## config.mk

```make
export PLATFORM = sky130hd
export DESIGN_NAME = riscv_hazard_ctrl_flat
export DESIGN_NICKNAME = d
export VERILOG_FILES = /design/src/rtl/riscv_pkg.sv /design/src/rtl/riscv_hazard_ctrl_if.sv /design/src/rtl/hz_tracker.sv /design/src/rtl/riscv_hazard_ctrl.sv /design/src/flat_wrapper.sv
export SDC_FILE = /design/constraint.sdc
export NUM_CORES = 1
export LEC_CHECK = 0
export ABC_AREA = 1
export CORE_MARGIN = 2
export CORE_UTILIZATION = 55
export CTS_BUF_LIST = sky130_fd_sc_hd__clkbuf_8
export DETAILED_ROUTE_END_ITERATION = 10
export HOLD_SLACK_MARGIN = 0.06
export PLACE_DENSITY = 0.95
export SYNTH_ARGS = -nofsm -noshare
export SYNTH_HDL_FRONTEND = slang
export SYNTH_SLANG_ARGS = --single-unit
export TNS_END_PERCENT = 30
```

## constraint.sdc

```tcl
create_clock -name clk -period 3.4 [get_ports clk]
set_input_delay 1.02 -clock clk [delete_from_list [all_inputs] [get_ports clk]]
set_output_delay 1.02 -clock clk [all_outputs]
set_load 0.01 [all_outputs]
```

## src/rtl/riscv_pkg.sv

```systemverilog
// rtl/riscv_pkg.sv - shared types for the pipeline hazard controller
package riscv_pkg;

    // Upper bound on register-address width; entries zero-extend narrower addresses.
    localparam int RD_W = 8;
    localparam int FWD_NONE = 0;

    typedef struct packed {
        logic            valid;
        logic [RD_W-1:0] rd;
        logic            wr_en;
        logic            is_load;
        logic            halt;
    } hz_entry_t;

    typedef enum logic [1:0] {
        RUN    = 2'd0,
        DRAIN  = 2'd1,
        HALTED = 2'd2
    } hz_state_e;

endpackage

```

## src/rtl/riscv_hazard_ctrl_if.sv

```systemverilog
// rtl/riscv_hazard_ctrl_if.sv - ID-side request and pipeline-control signals of the hazard controller
interface riscv_hazard_ctrl_if #(
    parameter int RA_W  = 5,
    parameter int DEPTH = 3,
    parameter int CNT_W = 32
);
    localparam int FWD_W = (DEPTH > 1) ? $clog2(DEPTH) : 1;

    logic             id_valid;
    logic [RA_W-1:0]  id_rs1;
    logic [RA_W-1:0]  id_rs2;
    logic             id_use_rs1;
    logic             id_use_rs2;
    logic [RA_W-1:0]  id_rd;
    logic             id_rd_wr_en;
    logic             id_is_load;
    logic             id_halt;
    logic             ex_branch_taken;
    logic             stall_f;
    logic             flush_d;
    logic             bubble_e;
    logic             wb_byp_a_d;
    logic             wb_byp_b_d;
    logic [FWD_W-1:0] fwd_a_e;
    logic [FWD_W-1:0] fwd_b_e;
    logic             ohalt;
    logic [CNT_W-1:0] retired;

    modport master (
        output id_valid, id_rs1, id_rs2, id_use_rs1, id_use_rs2, id_rd, id_rd_wr_en,
               id_is_load, id_halt, ex_branch_taken,
        input  stall_f, flush_d, bubble_e, wb_byp_a_d, wb_byp_b_d, fwd_a_e, fwd_b_e,
               ohalt, retired
    );

    modport slave (
        input  id_valid, id_rs1, id_rs2, id_use_rs1, id_use_rs2, id_rd, id_rd_wr_en,
               id_is_load, id_halt, ex_branch_taken,
        output stall_f, flush_d, bubble_e, wb_byp_a_d, wb_byp_b_d, fwd_a_e, fwd_b_e,
               ohalt, retired
    );

endinterface

```

## src/rtl/hz_tracker.sv

```systemverilog
// rtl/hz_tracker.sv - shift register of in-flight destination entries, EX through WB
module hz_tracker
    import riscv_pkg::*;
#(
    parameter int DEPTH = 3
) (
    input  logic      clk,
    input  logic      rst,
    input  hz_entry_t ent_in,
    output hz_entry_t ent [DEPTH]
);

    always_ff @(posedge clk or negedge rst) begin
        if (!rst) begin
            for (int j = 0; j < DEPTH; j++) begin
                ent[j] <= '0;
            end
        end else begin
            ent[0] <= ent_in;
            for (int j = 1; j < DEPTH; j++) begin
                ent[j] <= ent[j-1];
            end
        end
    end

endmodule

```

## src/rtl/riscv_hazard_ctrl.sv

```systemverilog
// rtl/riscv_hazard_ctrl.sv - load-use stall, branch flush, forwarding and halt-drain control
module riscv_hazard_ctrl
    import riscv_pkg::*;
#(
    parameter int RA_W  = 5,
    parameter int DEPTH = 3,
    parameter int CNT_W = 32
) (
    input logic               clk,
    input logic               rst,
    riscv_hazard_ctrl_if.slave hz
);

    localparam int FWD_W = (DEPTH > 1) ? $clog2(DEPTH) : 1;

    hz_entry_t        ent [DEPTH];
    hz_entry_t        ent_in;
    hz_state_e        state, state_nxt;
    logic             load_use, load_en;
    logic             stall_f, flush_d, bubble_e;
    logic [FWD_W-1:0] fwd_a, fwd_b, fwd_a_nxt, fwd_b_nxt;
    logic [CNT_W-1:0] ret_cnt;

    hz_tracker #(.DEPTH(DEPTH)) u_tracker (
        .clk    (clk),
        .rst    (rst),
        .ent_in (ent_in),
        .ent    (ent)
    );

    function automatic logic match(input hz_entry_t e, input logic [RA_W-1:0] s, input logic use_s);
        return e.valid & e.wr_en & (e.rd == RD_W'(s)) & (s != '0) & use_s;
    endfunction

    // Scan oldest to youngest so the youngest matching producer wins.
    function automatic logic [FWD_W-1:0] fwd_sel(input logic [RA_W-1:0] s, input logic use_s);
        logic [FWD_W-1:0] sel;
        sel = FWD_W'(FWD_NONE);
        for (int j = DEPTH - 2; j >= 0; j--) begin
            if (match(ent[j], s, use_s)) sel = FWD_W'(j + 1);
        end
        return sel;
    endfunction

    always_comb begin
        stall_f  = 1'b0;
        flush_d  = 1'b0;
        bubble_e = 1'b0;
        load_use = ent[0].is_load &
                   (match(ent[0], hz.id_rs1, hz.id_use_rs1) | match(ent[0], hz.id_rs2, hz.id_use_rs2));
        if (!rst) begin
            stall_f = 1'b0;
        end else if (state != RUN) begin
            stall_f  = 1'b1;
            flush_d  = 1'b1;
            bubble_e = 1'b1;
        end else if (hz.ex_branch_taken) begin
            flush_d  = 1'b1;
            bubble_e = 1'b1;
        end else if (load_use) begin
            stall_f  = 1'b1;
            bubble_e = 1'b1;
        end
    end

    always_comb begin
        load_en   = hz.id_valid & ~bubble_e & (state == RUN);
        ent_in    = '0;
        fwd_a_nxt = FWD_W'(FWD_NONE);
        fwd_b_nxt = FWD_W'(FWD_NONE);
        if (load_en) begin
            ent_in.valid   = 1'b1;
            ent_in.rd      = RD_W'(hz.id_rd);
            ent_in.wr_en   = hz.id_rd_wr_en & ~hz.id_halt;
            ent_in.is_load = hz.id_is_load;
            ent_in.halt    = hz.id_halt;
            fwd_a_nxt      = fwd_sel(hz.id_rs1, hz.id_use_rs1);
            fwd_b_nxt      = fwd_sel(hz.id_rs2, hz.id_use_rs2);
        end
    end

    always_comb begin
        state_nxt = state;
        case (state)
            RUN:     if (load_en & hz.id_halt) state_nxt = DRAIN;
            DRAIN:   if (ent[DEPTH-1].halt) state_nxt = HALTED;
            HALTED:  state_nxt = HALTED;
            default: state_nxt = RUN;
        endcase
    end

    always_ff @(posedge clk or negedge rst) begin
        if (!rst) begin
            state   <= RUN;
            fwd_a   <= FWD_W'(FWD_NONE);
            fwd_b   <= FWD_W'(FWD_NONE);
            ret_cnt <= '0;
        end else begin
            state <= state_nxt;
            fwd_a <= fwd_a_nxt;
            fwd_b <= fwd_b_nxt;
            if (ent[DEPTH-1].valid & ~ent[DEPTH-1].halt) ret_cnt <= ret_cnt + CNT_W'(1);
        end
    end

    assign hz.stall_f    = stall_f;
    assign hz.flush_d    = flush_d;
    assign hz.bubble_e   = bubble_e;
    assign hz.wb_byp_a_d = rst & match(ent[DEPTH-1], hz.id_rs1, hz.id_use_rs1);
    assign hz.wb_byp_b_d = rst & match(ent[DEPTH-1], hz.id_rs2, hz.id_use_rs2);
    assign hz.fwd_a_e    = fwd_a;
    assign hz.fwd_b_e    = fwd_b;
    assign hz.ohalt      = (state == HALTED);
    assign hz.retired    = ret_cnt;

endmodule

```

## src/flat_wrapper.sv

```systemverilog
// flat-port wrapper written by rule: the top's interface ports become plain ports
module riscv_hazard_ctrl_flat import riscv_pkg::*;
#(
    parameter int RA_W  = 5,
    parameter int DEPTH = 3,
    parameter int CNT_W = 32
)
  (clk, rst, hz_id_valid, hz_id_rs1, hz_id_rs2, hz_id_use_rs1, hz_id_use_rs2, hz_id_rd, hz_id_rd_wr_en, hz_id_is_load, hz_id_halt, hz_ex_branch_taken, hz_stall_f, hz_flush_d, hz_bubble_e, hz_wb_byp_a_d, hz_wb_byp_b_d, hz_fwd_a_e, hz_fwd_b_e, hz_ohalt, hz_retired);
  riscv_hazard_ctrl_if #(.RA_W(RA_W), .DEPTH(DEPTH), .CNT_W(CNT_W)) hz_i ();
  input logic clk;
  input logic rst;
  input wire logic [$bits(hz_i.id_valid)-1:0] hz_id_valid;
  input wire logic [$bits(hz_i.id_rs1)-1:0] hz_id_rs1;
  input wire logic [$bits(hz_i.id_rs2)-1:0] hz_id_rs2;
  input wire logic [$bits(hz_i.id_use_rs1)-1:0] hz_id_use_rs1;
  input wire logic [$bits(hz_i.id_use_rs2)-1:0] hz_id_use_rs2;
  input wire logic [$bits(hz_i.id_rd)-1:0] hz_id_rd;
  input wire logic [$bits(hz_i.id_rd_wr_en)-1:0] hz_id_rd_wr_en;
  input wire logic [$bits(hz_i.id_is_load)-1:0] hz_id_is_load;
  input wire logic [$bits(hz_i.id_halt)-1:0] hz_id_halt;
  input wire logic [$bits(hz_i.ex_branch_taken)-1:0] hz_ex_branch_taken;
  output wire logic [$bits(hz_i.stall_f)-1:0] hz_stall_f;
  output wire logic [$bits(hz_i.flush_d)-1:0] hz_flush_d;
  output wire logic [$bits(hz_i.bubble_e)-1:0] hz_bubble_e;
  output wire logic [$bits(hz_i.wb_byp_a_d)-1:0] hz_wb_byp_a_d;
  output wire logic [$bits(hz_i.wb_byp_b_d)-1:0] hz_wb_byp_b_d;
  output wire logic [$bits(hz_i.fwd_a_e)-1:0] hz_fwd_a_e;
  output wire logic [$bits(hz_i.fwd_b_e)-1:0] hz_fwd_b_e;
  output wire logic [$bits(hz_i.ohalt)-1:0] hz_ohalt;
  output wire logic [$bits(hz_i.retired)-1:0] hz_retired;
  assign hz_i.id_valid = hz_id_valid;
  assign hz_i.id_rs1 = hz_id_rs1;
  assign hz_i.id_rs2 = hz_id_rs2;
  assign hz_i.id_use_rs1 = hz_id_use_rs1;
  assign hz_i.id_use_rs2 = hz_id_use_rs2;
  assign hz_i.id_rd = hz_id_rd;
  assign hz_i.id_rd_wr_en = hz_id_rd_wr_en;
  assign hz_i.id_is_load = hz_id_is_load;
  assign hz_i.id_halt = hz_id_halt;
  assign hz_i.ex_branch_taken = hz_ex_branch_taken;
  assign hz_stall_f = hz_i.stall_f;
  assign hz_flush_d = hz_i.flush_d;
  assign hz_bubble_e = hz_i.bubble_e;
  assign hz_wb_byp_a_d = hz_i.wb_byp_a_d;
  assign hz_wb_byp_b_d = hz_i.wb_byp_b_d;
  assign hz_fwd_a_e = hz_i.fwd_a_e;
  assign hz_fwd_b_e = hz_i.fwd_b_e;
  assign hz_ohalt = hz_i.ohalt;
  assign hz_retired = hz_i.retired;
  riscv_hazard_ctrl #(.RA_W(RA_W), .DEPTH(DEPTH), .CNT_W(CNT_W)) u_core (.clk(clk), .rst(rst), .hz(hz_i));
endmodule
```

* Yosys cells after proc, flatten, opt, wreduce, memory -nomap -nowiden *
Index checks and enable logic that the tools add are counted.

operators by class
  add/sub/neg operators = 1
  multipliers = 0
  divide/modulo/power cells = 0
  magnitude comparators = 0
  equality and inequality tests = 10
  shifts and indexed selects = 0
  mux-type cells = 20
  bitwise operators = 33
  reduce and logical (&&, ||, !) cells = 5

operators with widths
  cell                     count
  $eq A8 B5 Y1             6
  $add A32 B1 Y32 const B  1
  $and A1 B1 Y1            29
  $mux W2                  8
  $mux W12                 1
  $mux W1                  10
  $reduce_bool A5 Y1       2
  $pmux W2 S3              1
  $ne A2 B2 Y1 const B     2
  $not A1 Y1               3
  $eq A2 B1 Y1 const B     1
  $eq A2 B2 Y1 const B     1
  $logic_not A2 Y1         1
  $reduce_and A2 Y1        1
  $reduce_bool A2 Y1       1
  $or A1 B1 Y1             1

storage, ports and cells
  flip-flop bits (word level) = 72
  latch bits = 0
  bits in writable memories = 0
  memory bits (read-only) = 0
  memories kept = 0

* Depth between registers and ports, before layout *
  depth in word-level cells = 16
  depth in mapped cells = 15
  mapped depth without buffers = 15

* Modules after synthesis *
From an unflattened synthesis, not the netlist that was laid out.

unflattened totals
  cell total of the unflattened synthesis = 401
  area total of the unflattened synthesis = 3627.2 µm²

by module, submodules not included
  module             times used  cells each  area an instance (µm²)  sequential area each (µm²)
  riscv_hazard_ctrl  1           365         2726.4                  950.9
  hz_tracker         1           36          900.9                   900.9

* Worst setup path after synthesis *
OpenSTA, ideal clock, no wires.

  kind = input to output
  start point = in hz_id_rs2[4]
  end point = out hz_wb_byp_b_d
  arrival time = 1.794 ns
  data required time = 2.380 ns
  setup slack = 0.586 ns
  stages = 6
  path buffers = 0
  cells stage by stage = inv_2 -> nand2_1 -> o21ai_0 -> a221oi_1 -> nand3_1 -> nor4_1

on the way
  cells in the longest elaborated chain, start to end = 5
  elaborated cells on any way between the ends = 6

ends and longest elaborated chain
  what                             line                      RTL
  start, declared                  flat_wrapper.sv:14        input wire logic [$bits(hz_i.id_rs2)-1:0] hz_id_rs2;
  $eq A8 B5 Y1                     riscv_hazard_ctrl.sv:32   return e.valid & e.wr_en & (e.rd == RD_W'(s)) & (s != '0) & use_s;
  $and A1 B1 Y1                    riscv_hazard_ctrl.sv:32
  $and A1 B1 Y1 (*) (2 in series)  riscv_hazard_ctrl.sv:32
  $and A1 B1 Y1 (*)                riscv_hazard_ctrl.sv:110  assign hz.wb_byp_b_d = rst & match(ent[DEPTH-1], hz.id_rs2, hz.id_use_rs2);
  end, declared                    flat_wrapper.sv:26        output wire logic [$bits(hz_i.wb_byp_b_d)-1:0] hz_wb_byp_b_d;

Mark *: on every way between the ends. The rest lies on a longest branch, timed or not.

* Worst setup path in the final report *
  start point = in hz_id_rs1[3]
  end point = out hz_wb_byp_a_d

on the way
  cells in the longest elaborated chain, start to end = 5
  elaborated cells on any way between the ends = 6

ends and longest elaborated chain
  what                             line                      RTL
  start, declared                  flat_wrapper.sv:13        input wire logic [$bits(hz_i.id_rs1)-1:0] hz_id_rs1;
  $eq A8 B5 Y1                     riscv_hazard_ctrl.sv:32
  $and A1 B1 Y1                    riscv_hazard_ctrl.sv:32
  $and A1 B1 Y1 (*) (2 in series)  riscv_hazard_ctrl.sv:32
  $and A1 B1 Y1 (*)                riscv_hazard_ctrl.sv:109  assign hz.wb_byp_a_d = rst & match(ent[DEPTH-1], hz.id_rs1, hz.id_use_rs1);
  end, declared                    flat_wrapper.sv:25        output wire logic [$bits(hz_i.wb_byp_a_d)-1:0] hz_wb_byp_a_d;

Marks and branches as above.

==> out/metrics.cfg <==
[status]
status = completed

[timing]
finalHoldViolCount = 0
final.setup.worst_slack_ps = 101
maxSlewHeadroom = 0.496
setup_viol = 0
slew_violations = 0
rsz0062_at_grt = yes
skew_ps = 7.13
fin_crit_sh = 0.970
fmax_mhz = 303
tightest_slew_ps = 757
fin_crit_ps = 3300
hold_ws_ps = 353

[synthesis]
synthXorXnorAreaFrac = 0.124
synth_nets = 360
netlist.area_leader.share = 0.506
synth-edff-count = 0
synth_cell_types = 32
ys_top_cells_by_area = dfrtp_1 (51%), xor2_1 (9.3%), nand2_1 (7.6%)
synth-simple-area-share = 0.250
synth_mux_area_frac = 0
syn_area_per_cell_um2 = 9.38
netlist_area_um2 = 3120
yosysWarnings = 0
synth-main-ff-cell = dfrtp_1
synth_compound_area_frac = 0.0317
synthCells = 332
async_flop_share = 1.00
synth_seq_cells = 63
yosysTopAreaCell = dfrtp_1
yosys.area_share.adder = 0.0161
synth_top_family_by_area = simple AND/OR/NAND/NOR gates
synthTopCellsByCount = dfrtp_1 (63), nand2_1 (63), inv_1 (44)
synth-seq-area-share = 0.506

[die]
die_h_um = 79.3
fp.dieW_um = 79.3
start_util = 0.569
core_um2 = 5470
die-area_um2 = 6280
rows = 27
io_pins = 66

[detailed_routing]
drcViolationCount = 0
ant_nets = 0
wl_per_cell_um = 13.7
vias_per_cell = 4.92
totalWireLength_mm = 6.92
dr.pass1.iters = 4
vias = 2478
drt-initial-drc-count = 168

[power_and_ir_drop]
power_frac_comb = 0.218
internal_power_mw = 1.39
pwr-share-clk = 0.320
powerDensity_nw_per_um2 = 478
switching_share = 0.304
total_power_mw = 2.00
seqPwrFrac = 0.462
p_leak_nw = 2.04
p_switching_mw = 0.607
vdd_drop_max_v = 0.000357

[global_route]
antenna_found_initial = 0
grt_pass1_vias = 2540
track_usage = 0.244
grt.overflow.total = 0
grt_pass1_wl_mm = 11.7
grt_max_degree = 64

[worst_setup_path]
cp.required_ps = 2380
path_class = in -> out
crit_fanout = 4
cp-start-kind = input pin
endpoint_kind = primary output
crit_arrival_ps = 2280

[clocking]
htreeDepth = 3
numClockSinks = 63
clk_path_buf_depth = 2
cts_root_buf = clkbuf_8
cts_inserted_buffers = 9
cts_tree = built
clock_latency_ps = 330
cts.clk_slew.worst_paths_ps = 60

[layout]
fin_cells = 504
drive_gt1_frac = 0.188
final_cell_area_um2 = 4180
diodes = 0
fill_cells = 411
nNetsFinal = 455
area_growth_pct = 34.3

[placed_design]
place_area_um2 = 3980
gp_congestion = 0.914
portBuffers = 65
dp.cells = 486
place_ws_ps = -568
dp_hpwl_mm = 5.37

[run]
maxCapViolCount = 0

[worst_hold_path]
min_path_type = reg -> reg

-- through the flow --
step            util  TNS, ps
4_1_cts        0.764        0
3_5_place_dp   0.726    -2200
2_1_floorplan      -        0
6_report       0.764        0
3_3_place_gp   0.726    -2160
5_1_grt        0.764    -5.33
-- worst max-delay path, cell delays in order --
cell and delay (ps):
dlygate4sd2_1 280, a21oi_2 170, o221ai_2 110, a2111oi_2 370, and3_1 200, buf_2 120
-- placed cells by master, fill, tap and decap left out, drive strengths merged --
cell / n
a2111oi: 1
a211oi: 1
a21boi: 1
a21oi: 3
a221oi: 1
and3: 2
buf: 25
bufinv: 1
clkbuf: 10
clkdlybuf4s50: 48
clkinv: 5
dfrtp: 63
dlygate4sd2: 12
ha: 4
inv: 57
nand2: 66
nand3: 18
nand4: 6
nor2: 40
nor3: 11
nor4: 4
o2111ai: 1
o21ai: 3
o221ai: 1
o22ai: 3
or2: 1
xnor2: 11
xor2: 33
-- logic make-up after synthesis --
group,count (synthesis)
flops,63
xor+xnor,44
buf+inv,58
fa+ha+maj,4
simple gates,148
compound gates,15
-- power groups by stage --
stage	registers (mW)	logic (mW)	clock network (mW)
floorplan	0.926	0.240	0
CTS	0.923	0.438	0.653
global placement	0.931	0.423	0
global route	0.935	0.480	0.696
detailed placement	0.936	0.442	0
finish	0.924	0.435	0.638
-- routing by layer --
metal	GRT usage	wire length, um	up-vias	share of wire
met5	0	0	-	0
met4	0.105	136	0	0.020
met3	0.0523	285	15	0.041
met2	0.414	3530	70	0.51
met1	0.303	2970	1171	0.43
li1	-	-	1222	-
-- what timing repair did --
item / 4_1_cts / 5_1_grt
hold buffers: 0 / 0
cloned: 0 / 0
setup endpoints to repair: 4 / 1
buffers inserted: 2 / 0
pin swaps: 6 / 0
resized for setup: 38 / 0
-- state kept, by name, indices dropped and copies added (netlist names) --
| signal | count |
|---|---|
| u_core.hz.fwd_a_e | 2 |
| u_core.hz.fwd_b_e | 2 |
| u_core.hz.retired | 32 |
| u_core.state | 2 |
| u_core.u_tracker.ent | 25 |
-- final cells by class --
cell class,count,area [um^2],share of cell area
clock buffers,10,138,0.0329
clock inverters,6,61.3,0.0147
well taps,72,90.1,0.0215
inverters,57,214,0.0512
repair buffers,85,761,0.182
flip-flops and latches,63,1580,0.377
multi-input cells,211,1340,0.321
-- worst paths after layout --
kind / startpoint / to / slack [ps] / cells past startpoint
max: hz_id_rs1[3] / hz_wb_byp_a_d / 100 / 6
min: u_core.u_tracker.ent[12] / u_core.u_tracker.ent[0] / 350 / 0
max reg2reg: u_core.hz.retired[0] / u_core.hz.retired[28] / 1610 / 9
min reg2reg: u_core.u_tracker.ent[12] / u_core.u_tracker.ent[0] / 350 / 0
max in group asynchronous: rst / u_core.hz.retired[0] / 1890 / 3
min in group asynchronous: rst / u_core.u_tracker.ent[24] / 1030 / 3
Power figures use the tool's default switching activity.
